File: src/rtl/sw_test_status_pkg.sv
// Shared types for the SW test-status monitor: status codes written by the CPU,
// the monitor's state encoding, and small decode helpers.
package sw_test_status_pkg;

  // Codes the software writes into the status word (bits [15:0]).
  typedef enum logic [15:0] {
    UnderReset = 16'h0000,
    InBootRom  = 16'hb090,
    InTest     = 16'h4354,
    InWfi      = 16'h1d1e,
    Passed     = 16'h900d,
    Failed     = 16'hbaad
  } sw_test_status_e;

  // Monitor progress states; PASS and FAIL are terminal until reset.
  typedef enum logic [2:0] {
    RESET = 3'd0,
    BOOT  = 3'd1,
    TEST  = 3'd2,
    WFI   = 3'd3,
    PASS  = 3'd4,
    FAIL  = 3'd5
  } mon_state_e;

  // Depth of the optional decoded-code history.
  localparam int unsigned HIST_DEPTH = 4;

  // A word is a known code only if the upper half is clear and the lower half
  // matches one of the defined codes.
  function automatic logic is_known_code(input logic [31:0] word);
    if (word[31:16] != 16'h0000) return 1'b0;
    case (word[15:0])
      UnderReset, InBootRom, InTest, InWfi, Passed, Failed: return 1'b1;
      default: return 1'b0;
    endcase
  endfunction

  function automatic logic is_terminal(input mon_state_e st);
    return (st == PASS) || (st == FAIL);
  endfunction

endpackage

File: src/rtl/sw_test_status_mon_if.sv
// Snooped CPU write channel feeding the SW test-status monitor.
// The master drives the write; the monitor (slave) only returns ready.
interface sw_test_status_mon_if #(
  parameter int unsigned ADDR_W = 32
) ();

  logic              wr_valid;
  logic              wr_ready;
  logic [ADDR_W-1:0] wr_addr;
  logic [31:0]       wr_data;

  modport master (
    output wr_valid,
    output wr_addr,
    output wr_data,
    input  wr_ready
  );

  modport slave (
    input  wr_valid,
    input  wr_addr,
    input  wr_data,
    output wr_ready
  );

endinterface

File: src/rtl/sw_test_status_timer.sv
// Loadable saturating cycle counter used as the monitor's inactivity timer.
// expire_o is asserted in the cycle the counter sits on LIMIT-1 while enabled,
// so the owner can act on the following edge.
module sw_test_status_timer #(
  parameter int unsigned      CNT_W = 32,
  parameter logic [CNT_W-1:0] LIMIT = CNT_W'(1_000_000)
) (
  input  logic             clk_i,
  input  logic             rst_ni,
  input  logic             load_i,
  input  logic [CNT_W-1:0] load_val_i,
  input  logic             en_i,
  output logic             expire_o
);

  localparam logic [CNT_W-1:0] LAST = LIMIT - CNT_W'(1);

  logic [CNT_W-1:0] cnt_q;

  // Load has priority over counting; counting stops at all-ones instead of wrapping.
  always_ff @(posedge clk_i or negedge rst_ni) begin
    // NOTE: sequential state uses non-blocking assignments so every register
    // samples pre-edge values regardless of block ordering.
    if (!rst_ni) begin
      cnt_q <= '0;
    end else if (load_i) begin
      cnt_q <= load_val_i;
    end else if (en_i && (cnt_q != '1)) begin
      cnt_q <= cnt_q + CNT_W'(1);
    end
  end

  assign expire_o = en_i && (cnt_q == LAST);

endmodule

File: src/rtl/sw_test_status_mon.sv
// Reader end of the SW test-status channel. Snoops CPU writes to STATUS_ADDR,
// decodes the status code, tracks test progress and raises sticky pass/fail/timeout
// flags. Optional history of decoded codes is enabled by defining
// SW_TEST_STATUS_MON_HIST_EN.
module sw_test_status_mon
  import sw_test_status_pkg::*;
#(
  parameter int unsigned       ADDR_W      = 32,
  parameter logic [ADDR_W-1:0] STATUS_ADDR = ADDR_W'(32'h0000_1000),
  parameter logic [31:0]       TIMEOUT_CYC = 32'd1_000_000,
  parameter int unsigned       CNT_W       = 32
) (
  input  logic                  clk_i,
  input  logic                  rst_ni,
  sw_test_status_mon_if.slave   wr,
  output logic [31:0]           status_o,
  output logic [2:0]            state_o,
  output logic                  test_done_o,
  output logic                  test_passed_o,
  output logic                  test_failed_o,
  output logic                  timeout_o,
  output logic                  unknown_code_o
`ifdef SW_TEST_STATUS_MON_HIST_EN
  ,
  output logic [HIST_DEPTH-1:0][15:0] hist_o,
  output logic [2:0]                  hist_cnt_o
`endif
);

  mon_state_e state_q;
  mon_state_e code_next;
  logic       ready_q;
  logic       wr_hit;
  logic       wr_live;
  logic       code_ok;
  logic       expire;
  logic       timer_en;
  logic       timer_load;

  // A status write is only decoded while the test is still in progress;
  // in PASS/FAIL it is accepted and dropped.
  assign wr_hit  = wr.wr_valid && ready_q && (wr.wr_addr == STATUS_ADDR);
  assign wr_live = wr_hit && !is_terminal(state_q);
  assign code_ok = is_known_code(wr.wr_data);

  // Timer runs in BOOT/TEST, holds in WFI. Every state change is caused by a
  // decoded write or a timeout, so clearing on those also covers state entry.
  assign timer_en   = (state_q == BOOT) || (state_q == TEST);
  assign timer_load = wr_live || expire || (state_q == RESET);

  sw_test_status_timer #(
    .CNT_W (CNT_W),
    .LIMIT (CNT_W'(TIMEOUT_CYC))
  ) u_timer (
    .clk_i      (clk_i),
    .rst_ni     (rst_ni),
    .load_i     (timer_load),
    .load_val_i ('0),
    .en_i       (timer_en),
    .expire_o   (expire)
  );

  // Target state for a known code arriving in the current (non-terminal) state.
  always_comb begin
    // NOTE: default first so every path assigns code_next and no latch is inferred.
    code_next = state_q;
    case (wr.wr_data[15:0])
      InBootRom: if (state_q == RESET) code_next = BOOT;
      InTest: begin
        if (state_q == RESET)                          code_next = FAIL;
        else if ((state_q == BOOT) || (state_q == WFI)) code_next = TEST;
      end
      InWfi:     if (state_q == TEST) code_next = WFI;
      Passed:    code_next = ((state_q == TEST) || (state_q == WFI)) ? PASS : FAIL;
      Failed:    code_next = FAIL;
      default:   ;
    endcase
  end

  // Progress FSM with registered status word, sticky flags and unknown-code pulse.
  always_ff @(posedge clk_i or negedge rst_ni) begin
    if (!rst_ni) begin
      state_q        <= RESET;
      ready_q        <= 1'b0;
      status_o       <= '0;
      test_done_o    <= 1'b0;
      test_passed_o  <= 1'b0;
      test_failed_o  <= 1'b0;
      timeout_o      <= 1'b0;
      unknown_code_o <= 1'b0;
    end else begin
      ready_q        <= 1'b1;
      unknown_code_o <= 1'b0;
      if (wr_live) begin
        status_o <= wr.wr_data;
        if (!code_ok) begin
          unknown_code_o <= 1'b1;
        end else begin
          state_q <= code_next;
          if (code_next == PASS) begin
            test_done_o   <= 1'b1;
            test_passed_o <= 1'b1;
          end
          if (code_next == FAIL) begin
            test_done_o   <= 1'b1;
            test_failed_o <= 1'b1;
          end
        end
      end else if (expire) begin
        state_q       <= FAIL;
        test_done_o   <= 1'b1;
        test_failed_o <= 1'b1;
        timeout_o     <= 1'b1;
      end
    end
  end

  assign wr.wr_ready = ready_q;
  assign state_o     = state_q;

`ifdef SW_TEST_STATUS_MON_HIST_EN
  logic [HIST_DEPTH-1:0][15:0] hist_q;
  logic [2:0]                  hist_cnt_q;

  // Shift in each decoded code at entry 0; naturally frozen once terminal.
  always_ff @(posedge clk_i or negedge rst_ni) begin
    // NOTE: the history is a handful of flops, so it is reset like any other
    // register rather than treated as uninitialised storage.
    if (!rst_ni) begin
      hist_q     <= '0;
      hist_cnt_q <= '0;
    end else if (wr_live) begin
      hist_q <= {hist_q[HIST_DEPTH-2:0], wr.wr_data[15:0]};
      if (hist_cnt_q != 3'(HIST_DEPTH)) hist_cnt_q <= hist_cnt_q + 3'd1;
    end
  end

  assign hist_o     = hist_q;
  assign hist_cnt_o = hist_cnt_q;
`endif

endmodule

File: src/flat_wrapper.sv
// flat-port wrapper written by rule: the top's interface ports become plain ports
module sw_test_status_mon_flat import sw_test_status_pkg::*;
#(
  parameter int unsigned       ADDR_W      = 32,
  parameter logic [ADDR_W-1:0] STATUS_ADDR = ADDR_W'(32'h0000_1000),
  parameter logic [31:0]       TIMEOUT_CYC = 32'd1_000_000,
  parameter int unsigned       CNT_W       = 32
)
  (clk_i, rst_ni, status_o, state_o, test_done_o, test_passed_o, test_failed_o, timeout_o, unknown_code_o, wr_wr_valid, wr_wr_addr, wr_wr_data, wr_wr_ready);
  sw_test_status_mon_if #(.ADDR_W(ADDR_W)) wr_i ();
  input  logic clk_i;
  input  logic rst_ni;
  output logic [31:0] status_o;
  output logic [2:0] state_o;
  output logic test_done_o;
  output logic test_passed_o;
  output logic test_failed_o;
  output logic timeout_o;
  output logic unknown_code_o;
  input wire logic [$bits(wr_i.wr_valid)-1:0] wr_wr_valid;
  input wire logic [$bits(wr_i.wr_addr)-1:0] wr_wr_addr;
  input wire logic [$bits(wr_i.wr_data)-1:0] wr_wr_data;
  output wire logic [$bits(wr_i.wr_ready)-1:0] wr_wr_ready;
  assign wr_i.wr_valid = wr_wr_valid;
  assign wr_i.wr_addr = wr_wr_addr;
  assign wr_i.wr_data = wr_wr_data;
  assign wr_wr_ready = wr_i.wr_ready;
  sw_test_status_mon #(.ADDR_W(ADDR_W), .STATUS_ADDR(STATUS_ADDR), .TIMEOUT_CYC(TIMEOUT_CYC), .CNT_W(CNT_W)) u_core (.clk_i(clk_i), .rst_ni(rst_ni), .wr(wr_i), .status_o(status_o), .state_o(state_o), .test_done_o(test_done_o), .test_passed_o(test_passed_o), .test_failed_o(test_failed_o), .timeout_o(timeout_o), .unknown_code_o(unknown_code_o));
endmodule
File: config.mk
export PLATFORM = sky130hd
export DESIGN_NAME = sw_test_status_mon_flat
export DESIGN_NICKNAME = d
export VERILOG_FILES = /design/src/rtl/sw_test_status_pkg.sv /design/src/rtl/sw_test_status_mon_if.sv /design/src/rtl/sw_test_status_timer.sv /design/src/rtl/sw_test_status_mon.sv /design/src/flat_wrapper.sv
export SDC_FILE = /design/constraint.sdc
export NUM_CORES = 1
export LEC_CHECK = 0
export BUFFER_PORTS_ARGS = -buffer_cell sky130_fd_sc_hd__buf_2
export CAP_MARGIN = 30
export CORE_AREA = 4 4 90 92
export DETAILED_ROUTE_END_ITERATION = 10
export DIE_AREA = 0 0 94 96
export PLACE_DENSITY = 0.79
export SLEW_MARGIN = 0
export SYNTH_ARGS = -nofsm -noshare
export SYNTH_HDL_FRONTEND = slang
export SYNTH_SLANG_ARGS = --single-unit
File: constraint.sdc
create_clock -name clk_i -period 2.5 [get_ports clk_i]
set_input_delay 0.25 -clock clk_i [delete_from_list [all_inputs] [get_ports clk_i]]
set_output_delay 0.25 -clock clk_i [all_outputs]
set_load 0.01 [all_outputs]
==> out/metrics.yaml <==
worst_setup_path:
  path_buf_inv: 1
  cp.required_ps: 2740
  crit_path_start_kind: "register"
  cpPeakStageDelay_ps: 560
  r2r_cells: 8
  cp_common_cell: "and3_1"
  worst-path-max-fanout: 8
  crit_path_end_kind: "register"
  cp.depth: 8
  worstSetupPathType: "register to register"
  cp_top_family: "simple AND/OR/NAND/NOR gates"
  cp.arrival_ps: 2530
  critPathSlowestCell: "o41a_1"
  crit_chain: "and3_1 -> and3_1 -> nand4_1 -> o41a_1 -> buf_4 -> nand3_2 -> xor2_1 -> nor2_1"
sta:
  clock_skew_ps: 7.28
  finalSetupViolCount: 0
  maxSlewViolCount: 0
  rsz0062_at_grt: "false"
  max_freq_mhz: 437
  tns_ps: 0
  worstMarginPinSlew_ps: 915
  min_period_ps: 2290
  finalHoldViolCount: 0
  period_share_pct: 91.5
  worst_slew_margin_rel_pct: 38.9
logic_synthesis:
  synth_common_cells: "dfrtp_1 (73), nor2_1 (47), mux2_2 (32)"
  syn-num-nets: 416
  ys_seq_area_share_pct: 49.7
  yosysUniqueCellTypes: 49
  synth_cells: 348
  synth_area_leaders: "dfrtp_1 (50%), mux2_2 (9.8%), nor2_1 (4.8%)"
  synth.top_cell.area_share_pct: 49.7
  synthFlopType: "dfrtp_1"
  yosys_warnings: 0
  syn_area_um2: 3680
  synthArstFlopShare_pct: 100
  syn_area_per_cell_um2: 10.6
  synth.most_common_cell: "dfrtp_1"
  synth_seq_cells: 73
  synth_top_area_cell: "dfrtp_1"
  synth_edf_count: 0
route:
  detail-route-antenna-nets: 0
  routed-wl-met3_um: 516
  maxUsedRoutingLayer: "met4"
  wl_um: 8540
  drt_iter0_drc: 161
  wire_per_inst_um: 14.9
  route.met2.wl_um: 4110
  viasPerCell: 5.37
  firstDrtPassIters: 4
  drt-met1-wl_um: 3710
  num_vias: 3070
  drc_errors: 0
floorplan:
  ioPinCount: 108
  core_area_um2: 7210
  fp.dieArea_um2: 9020
  rows: 31
  die_h_um: 96
  die_w_um: 94
  start_util_pct: 51.0
outcome:
  status: "finished, final reports clean"
clocking:
  tritoncts: "built"
  h-tree-depth: 3
  cts_setup_buffers: 0
  cts.clk_slew.worst_paths_ps: 90
  insertion_delay_ps: 350
  cts.path.max_buffers: 2
  clock_sinks: 73
  cts_buffers: 9
  ctsResizeCount: 0
  cts-root-buf: "clkbuf_8"
cells_and_area:
  fillers: 599
  final_nets: 536
  area_growth_pct: 25.1
  drive_above_1_share_pct: 38.1
  fin_area_um2: 4600
  antennaDiodeCount: 0
  utilization_pct: 63.8
  finalNonFillerCells: 572
placed_design:
  placed_area_um2: 4380
  gp_congestion: 0.897
  placed_cells: 555
  io_buffers: 107
  detailed_place_hpwl_um: 6610
global_route:
  grt.overflow.total: 0
  grt_first_pass_wirelength_um: 14400
  grt_pass1_vias: 3150
  track_usage_pct: 20.2
  antenna_found_initial: 0
  grt_start_max_net_pins: 44
hold_path:
  whs_path_depth: 2
  hold_class: "input pin to register"
power_and_ir_drop:
  p_clk_share_pct: 43.0
  powerDensity_nw_per_um2: 492
  leakagePower_nw: 2.32
  ir_drop_v: 0.000384
  swShare_pct: 24.5
  p_seq_share_pct: 52.1
  power_switching_uw: 555
  p_int_mw: 1.71
  power_frac_comb_pct: 4.9
run:
  cap_violations: 0
-- power groups by stage --
stage | logic (mW) | clock network (mW) | registers [mW]
2_1_floorplan | 0.0133 | 0 | 1.21
3_3_place_gp | 0.108 | 0 | 1.20
3_5_place_dp | 0.110 | 0 | 1.20
4_1_cts | 0.112 | 0.994 | 1.18
5_1_grt | 0.124 | 1.06 | 1.18
6_report | 0.111 | 0.974 | 1.18
-- metal layers --
| metal | track usage (%) | vias to the layer above |
|---|---|---|
| met5 | 0 | - |
| met4 | 6.98 | 0 |
| met3 | 6.65 | 19 |
| met2 | 33.6 | 83 |
| met1 | 24.7 | 1458 |
| li1 | - | 1510 |
-- cells in the final DEF, fill, tap and decap left out, types with 10 or more instances in the layout --
master	synthesis	layout
xnor2_1	13	13
nor2_1	47	47
a21oi_1	10	10
nand2_1	14	14
nand3_1	22	22
mux2_2	32	32
nand4_1	10	10
buf_4	0	10
nor4_1	17	17
dfrtp_1	73	73
buf_2	8	107
xor2_1	14	14
-- logic make-up after synthesis --
family | count (synthesis) | share of synthesized area [%]
fa+ha+maj | 1 | 0.340
mux | 33 | 10.1
xor+xnor | 27 | 6.43
flops | 73 | 49.7
other cells | 1 | 0.102
compound gates | 34 | 5.99
simple gates | 162 | 25.2
buf+inv | 17 | 2.21
-- worst reg2reg max path: cells and delay by family (launching register included) --
family	cells	cell delay, ps
DFF	1	420
AOI/OAI and AO/OA	1	560
and+or+nand+nor	5	840
xor gates and xnor gates	1	150
buffers and inverters	1	210
-- area by class of cell --
class                           instances  area, µm²  area share, %
Sequential cell                        73       1830           39.7
Multi-Input combinational cell        258       1780           38.6
Clock inverter                          7       83.8           1.82
Tap cell                               99        124           2.69
Timing Repair Buffer                  119        641           13.9
Inverter                                7       26.3          0.571
Clock buffer                            9        124           2.69
-- through the flow --
stage	hold slack [ps]	total power, mW	worst slack, ps
after floorplan	-45.6	1.22	476
after global placement	340	1.31	369
after detailed placement	344	1.31	270
after CTS	124	2.29	260
after global routing	122	2.36	108
final	142	2.26	213
-- registers in the layout, summed over array words and instances (netlist names) --
signal,cells
u_core.wr.wr_ready,1
u_core.status_o,32
u_core.test_done_o,1
u_core.state_o,3
u_core.timeout_o,1
u_core.test_passed_o,1
u_core.test_failed_o,1
u_core.unknown_code_o,1
u_core.u_timer.cnt_q,32
-- path summary, 6_finish.rpt --
path                                            end                      from  slack [ps]
min in group asynchronous   u_core.u_timer.cnt_q[0]                    rst_ni         490
setup reg to reg           u_core.u_timer.cnt_q[19]  u_core.u_timer.cnt_q[24]         210
hold / removal                  u_core.status_o[16]            wr_wr_data[16]         140
setup / recovery           u_core.u_timer.cnt_q[19]  u_core.u_timer.cnt_q[24]         210
hold reg to reg                u_core.test_passed_o      u_core.test_passed_o         460
max in group asynchronous        u_core.status_o[6]                    rst_ni        1350
-- what timing repair did --
item / CTS / global route
endpoints found under the setup margin: 0 / 0
hold buffers: 1 / 0
endpoints found under the hold margin: 30 / 0
No activity file was read; power rests on OpenSTA's default activity.
